**config.mk**
```make
export PLATFORM = sky130hd
export DESIGN_NAME = sdiv_iter
export DESIGN_NICKNAME = d
export VERILOG_FILES = /design/src/rtl/sdiv_iter.sv
export SDC_FILE = /design/constraint.sdc
export NUM_CORES = 1
export LEC_CHECK = 0
export CORE_MARGIN = 2
export CORE_UTILIZATION = 35
export CTS_CLUSTER_DIAMETER = 50
export CTS_CLUSTER_SIZE = 28
export DETAILED_ROUTE_END_ITERATION = 10
export GPL_TIMING_DRIVEN = 0
export PLACE_DENSITY_LB_ADDON = 0.12
export SYNTH_ARGS = -nofsm -noshare
export SYNTH_HDL_FRONTEND = slang
export SYNTH_SLANG_ARGS = --single-unit
```
**constraint.sdc**
```tcl
create_clock -name clock -period 2.28 [get_ports clock]
set_input_delay 0.57 -clock clock [delete_from_list [all_inputs] [get_ports clock]]
set_output_delay 0.57 -clock clock [all_outputs]
set_load 0.02 [all_outputs]
```
**src/rtl/sdiv_iter.sv**
```systemverilog
// Iterative signed divider: 16-bit dividend by 8-bit divisor, computed as sign-magnitude
// restoring division with one quotient bit per cycle.
module sdiv_iter #(
   parameter int DIVIDEND_W = 16,
   parameter int DIVISOR_W  = 8
) (
   input  logic                  clock,
   input  logic                  reset,
   input  logic                  in_valid,
   output logic                  in_ready,
   input  logic [DIVIDEND_W-1:0] dividend,
   input  logic [DIVISOR_W-1:0]  divisor,
   output logic                  out_valid,
   input  logic                  out_ready,
   output logic [DIVIDEND_W-1:0] quotient,
   output logic [DIVISOR_W-1:0]  remainder,
   output logic                  div_by_zero,
   output logic                  overflow
);

   localparam int CNT_W = $clog2(DIVIDEND_W);

   typedef enum logic [1:0] {IDLE, CALC, FIX, DONE} state_t;

   state_t                  state_q, state_d;
   logic [CNT_W-1:0]        cnt_q, cnt_d;
   logic                    sign_a_q, sign_a_d;
   logic                    sign_b_q, sign_b_d;
   logic [DIVIDEND_W-1:0]   a_q, a_d;
   logic [DIVISOR_W-1:0]    b_q, b_d;
   logic [DIVISOR_W-1:0]    part_q, part_d;
   logic [DIVIDEND_W-1:0]   quot_q, quot_d;
   logic [DIVISOR_W-1:0]    rem_q, rem_d;
   logic                    dbz_q, dbz_d;
   logic                    ovf_q, ovf_d;
   logic [DIVISOR_W:0]      trial;
   logic                    ge;

   function automatic logic [DIVIDEND_W-1:0] mag_a(input logic [DIVIDEND_W-1:0] v);
      return v[DIVIDEND_W-1] ? -v : v;
   endfunction

   function automatic logic [DIVISOR_W-1:0] mag_b(input logic [DIVISOR_W-1:0] v);
      return v[DIVISOR_W-1] ? -v : v;
   endfunction

   // a_q holds the unconsumed dividend magnitude bits in its top and collects
   // quotient bits from the bottom; after DIVIDEND_W steps it is the quotient magnitude.
   always_comb begin
      state_d  = state_q;
      cnt_d    = cnt_q;
      sign_a_d = sign_a_q;
      sign_b_d = sign_b_q;
      a_d      = a_q;
      b_d      = b_q;
      part_d   = part_q;
      quot_d   = quot_q;
      rem_d    = rem_q;
      dbz_d    = dbz_q;
      ovf_d    = ovf_q;
      trial    = {part_q, a_q[DIVIDEND_W-1]};
      ge       = (trial >= {1'b0, b_q});
      case (state_q)
         IDLE: begin
            if (in_valid) begin
               sign_a_d = dividend[DIVIDEND_W-1];
               sign_b_d = divisor[DIVISOR_W-1];
               a_d      = mag_a(dividend);
               b_d      = mag_b(divisor);
               part_d   = '0;
               cnt_d    = '0;
               dbz_d    = 1'b0;
               ovf_d    = 1'b0;
               if (divisor == '0) begin
                  quot_d  = '1;
                  rem_d   = '0;
                  dbz_d   = 1'b1;
                  state_d = DONE;
               end else begin
                  state_d = CALC;
               end
            end
         end
         CALC: begin
            part_d = ge ? DIVISOR_W'(trial - {1'b0, b_q}) : trial[DIVISOR_W-1:0];
            a_d    = {a_q[DIVIDEND_W-2:0], ge};
            cnt_d  = cnt_q + CNT_W'(1);
            if (cnt_q == CNT_W'(DIVIDEND_W - 1)) state_d = FIX;
         end
         FIX: begin
            quot_d  = (sign_a_q ^ sign_b_q) ? -a_q : a_q;
            rem_d   = sign_a_q ? -part_q : part_q;
            // Only -2^(W-1) / -1 yields a positive magnitude of 2^(W-1).
            ovf_d   = a_q[DIVIDEND_W-1] & ~(sign_a_q ^ sign_b_q);
            state_d = DONE;
         end
         DONE: begin
            if (out_ready) state_d = IDLE;
         end
         default: state_d = IDLE;
      endcase
   end

   always_ff @(posedge clock) begin
      if (reset) begin
         state_q <= IDLE;
         cnt_q   <= '0;
         quot_q  <= '0;
         rem_q   <= '0;
         dbz_q   <= 1'b0;
         ovf_q   <= 1'b0;
      end else begin
         state_q <= state_d;
         cnt_q   <= cnt_d;
         quot_q  <= quot_d;
         rem_q   <= rem_d;
         dbz_q   <= dbz_d;
         ovf_q   <= ovf_d;
      end
   end

   always_ff @(posedge clock) begin
      sign_a_q <= sign_a_d;
      sign_b_q <= sign_b_d;
      a_q      <= a_d;
      b_q      <= b_d;
      part_q   <= part_d;
   end

   assign in_ready    = (state_q == IDLE);
   assign out_valid   = (state_q == DONE);
   assign quotient    = quot_q;
   assign remainder   = rem_q;
   assign div_by_zero = dbz_q;
   assign overflow    = ovf_q;

endmodule

```
==> metrics <==
outcome completed; Total GRT Usage 16.4%; Util after Layout 47.9%; Hold EP remainder[5]; initial core utilization between 30% and 40%; post-route DRC violation count 0; relative slew slack 43.2%; Synth-to-Final Area Change 32.3%; share of cells above drive strength 1 11.7%; vias in the first global route 3141; antenna violations before repair 0; clock sink count between 60 and 70; Total Die Area approximately 0.012 mm²; Worst Skew 0.00455 ns; first-pass GRT wire length 15200 µm; relative contribution of sequential cells to total power ~35%; Primary FF master, synth edfxtp_1; power after layout 5.76 mW; proportion of synthesized chip area in sequential cells 42.0%; Diodes inserted 0; reg-to-reg critical path startpoint a_q[15]; count of cells along the worst hold path 2; detailed-route via count 3375; RSZ-0062 raised after global routing true; buffering stage count on the worst path with inverters included 1; I/O Pins 56; most used standard cells in the synthesized netlist 47 x nand2_1, 37 x nor2_1, 34 x edfxtp_1, 32 x dfxtp_1, 31 x o21ai_0; Mean Syn Cell Area 9.14 µm²; total internal power 3.53 mW; clock root buffer clkbuf_16; count leader, synth nand2_1; cell area power density 1100 mW/mm²; count of placed standard cells including taps approximately 630; First-pass DRT Iterations 4; count of unique library cells instantiated by Yosys 57; Mapped Area 0.00396 mm²; floorplan die height 110 µm; maximum number of buffers from clock root to sink 2; sum of negative setup slack 0 ns; core region area 0.0109 mm²; Rows 38; max-slew violations 0; post-synthesis cell count 433; horizontal die dimension 110 µm; switching part of the total 38.7%; critical hold path startpoint remainder[5]; cell type contributing the most total cell area after synthesis edfxtp_1; yosys synthesis warning count 0; Arrival @ worst endpoint roughly 2.3 ns; Layout Cells excl Fill ~650; Worst path slowest cell edfxtp_1; grt ovf 0; Worst R2R End part_q[1]; CP Class flip-flop to flip-flop; nets in the synthesized netlist 479; count of flip-flops with a built-in enable after synthesis 34; CP cell instances inv_1 > ha_1 > nor2b_1 > o31ai_4 > a31o_4 > nand2_1 > a211oi_1; worst endpoint required time 2.44 ns; detailed placer's ending HPWL 7050 µm; FF+latch count, synth 66; minimum hold slack between 0.4 and 0.5 ns; NetSw between 2 and 2.5 mW; CP endpoint kind flip-flop; final cycle utilization of the critical path 95.4%; pin count of the biggest net entering global routing 13; number of hold-slack violations in the final timing report 0; largest fanout on the critical path 6; Clk pin slew, worst setup/hold paths around 0.050 ns; Hold Crit Class flip-flop to flip-flop; Final nets ~560; combinational power share between 40% and 50%; leading post-synthesis cells by cell area edfxtp_1 26%, dfxtp_1 16%, ha_1 5.4%; register-to-register path setup slack 0.10 ns; largest delay contributor family on the critical path compound AO/OA/AOI/OAI gates; relative contribution of the clock network to total power 24.3%; routability cong. 0.797; number of H-tree levels 3; number of vias per cell after detailed routing 5.16; maximum clock frequency 0.460 GHz; logic depth of the worst path, buffers included 7; clock tree from TritonCTS yes; number of buffers created by CTS 9; Worst-Skew Late Latency about 0.34 ns; startpoint type of the worst setup path flip-flop; endpoints failing setup 0; clock period minus final worst setup slack 2.18 ns; iteration-0 DRC count of the detailed router 190; proportion of register bits with asynchronous set or reset after synthesis 0%; final routed wirelength across all metal layers 9370 µm; number of I/O port buffers 55; transition time at the pin with the least slew margin 0.846 ns; average routed wire per standard cell between 10 and 15 µm; Slowest Stage Delay on Critical Path ~0.44 ns; Synth top area share between 20% and 30%; Max rail drop VDD 0.387 mV; leakage power total between 1.5 and 2 nW; FF-to-FF path depth 7; number of nets still failing antenna checks after routing 0; number of buffers inserted for hold repair after clock tree synthesis 0; number of violations of the max-capacitance limit 0
[per-layer routing]
| metal | wire length, µm | track usage (%) | up-vias | part of all wire, % |
|---|---|---|---|---|
| li1 | - | - | 1732 | - |
| met1 | 4670 | 23.2 | 1539 | 50 |
| met2 | 4070 | 24.0 | 87 | 43 |
| met3 | 454 | 3.23 | 17 | 4.8 |
| met4 | 180 | 7.50 | 0 | 1.9 |
| met5 | 0 | 0 | - | 0 |
[how the worst max path moves through the flow]
stage / slack [ns] / end / from
2_1_floorplan: 0.06 / a_q[0] / state_q[0]
6_report: 0.10 / part_q[1] / a_q[15]
3_5_place_dp: -0.74 / remainder[2] / divisor[7]
5_1_grt: -0.004 / part_q[1] / b_q[1]
3_3_place_gp: -0.76 / remainder[2] / divisor[7]
4_1_cts: 0.01 / in_ready / state_q[0]
[sequential cells by signal, indices dropped and copies added, names as in the netlist, 2 cells and up]
name,flops
cnt_q,4
part_q,8
state_q,2
quotient,16
b_q,8
a_q,16
remainder,8
[power groups by stage]
stage | clock (mW) | sequential, mW | combinational [mW]
3_5_place_dp | 0 | 2.02 | 2.08
6_report | 1.40 | 1.99 | 2.37
4_1_cts | 1.42 | 1.99 | 2.18
3_3_place_gp | 0 | 2.01 | 2.05
5_1_grt | 1.48 | 2.04 | 2.66
2_1_floorplan | 0 | 1.91 | 1.58
[cells in the final DEF, fill, tap and decap left out, types with 3 or more instances in the layout]
cell / synthesis / layout
clkdlybuf4s50_1: 0 / 52
nand2_1: 47 / 47
nor2_1: 37 / 37
edfxtp_1: 34 / 34
dfxtp_1: 32 / 32
o21ai_0: 31 / 28
inv_1: 25 / 23
a21oi_1: 24 / 23
xnor2_1: 22 / 22
nand3_1: 18 / 17
xor2_1: 17 / 17
ha_1: 17 / 16
a211oi_1: 13 / 11
clkbuf_16: 0 / 11
clkbuf_1: 9 / 10
buf_4: 0 / 9
nor3_1: 8 / 7
o31ai_1: 9 / 7
nor2b_1: 8 / 7
a311oi_1: 7 / 7
nand2b_1: 6 / 6
o21ai_1: 4 / 5
o21a_1: 5 / 5
mux2i_1: 3 / 3
and3_1: 3 / 3
clkbuf_8: 2 / 3
a22oi_1: 3 / 3
dlymetal6s2s_1: 0 / 3
[cell families after synthesis]
group / after synthesis / share of synthesized area (%)
XOR/XNOR: 40 / 9.04
AO/OA/AOI/OAI: 119 / 19.9
flip-flops: 66 / 42.0
adder cells (fa/ha/maj): 18 / 5.88
buffers and inverters: 41 / 4.81
AND/OR/NAND/NOR: 145 / 17.3
multiplexers: 4 / 1.04
[worst min-delay path, cell delays in order, from the launching register on]
cell and delay [ns]:
dfxtp_1 0.30, nand2_1 0.05, a21oi_1 0.05
[per-stage QoR]
step / worst slack [ns] / cell area [µm²]
2_1_floorplan: 0.0613 / 3960
3_3_place_gp: -0.760 / 4680
3_5_place_dp: -0.744 / 4680
4_1_cts: 0.0136 / 5100
5_1_grt: -0.00442 / 5240
6_report: 0.105 / 5240
[area by class of cell]
type / instances / area (µm²)
Inverter: 26 / 101
Tap cell: 140 / 175
Timing Repair Buffer: 64 / 626
Multi-Input combinational cell: 326 / 2260
Timing Repair inverter: 1 / 7.51
Fill cell: 1051 / 5700
Clock inverter: 3 / 16.3
Buffer: 15 / 92.6
Sequential cell: 66 / 1660
Clock buffer: 13 / 293
[what timing repair did]
| item | in CTS | in global routing |
|---|---|---|
| pin swaps | 2 | 2 |
| setup buffers | 6 | 3 |
| resized for setup | 13 | 24 |
| setup endpoints to repair | 58 | 37 |
| cloned | 1 | 0 |
No activity file was read; power rests on OpenSTA's default activity.
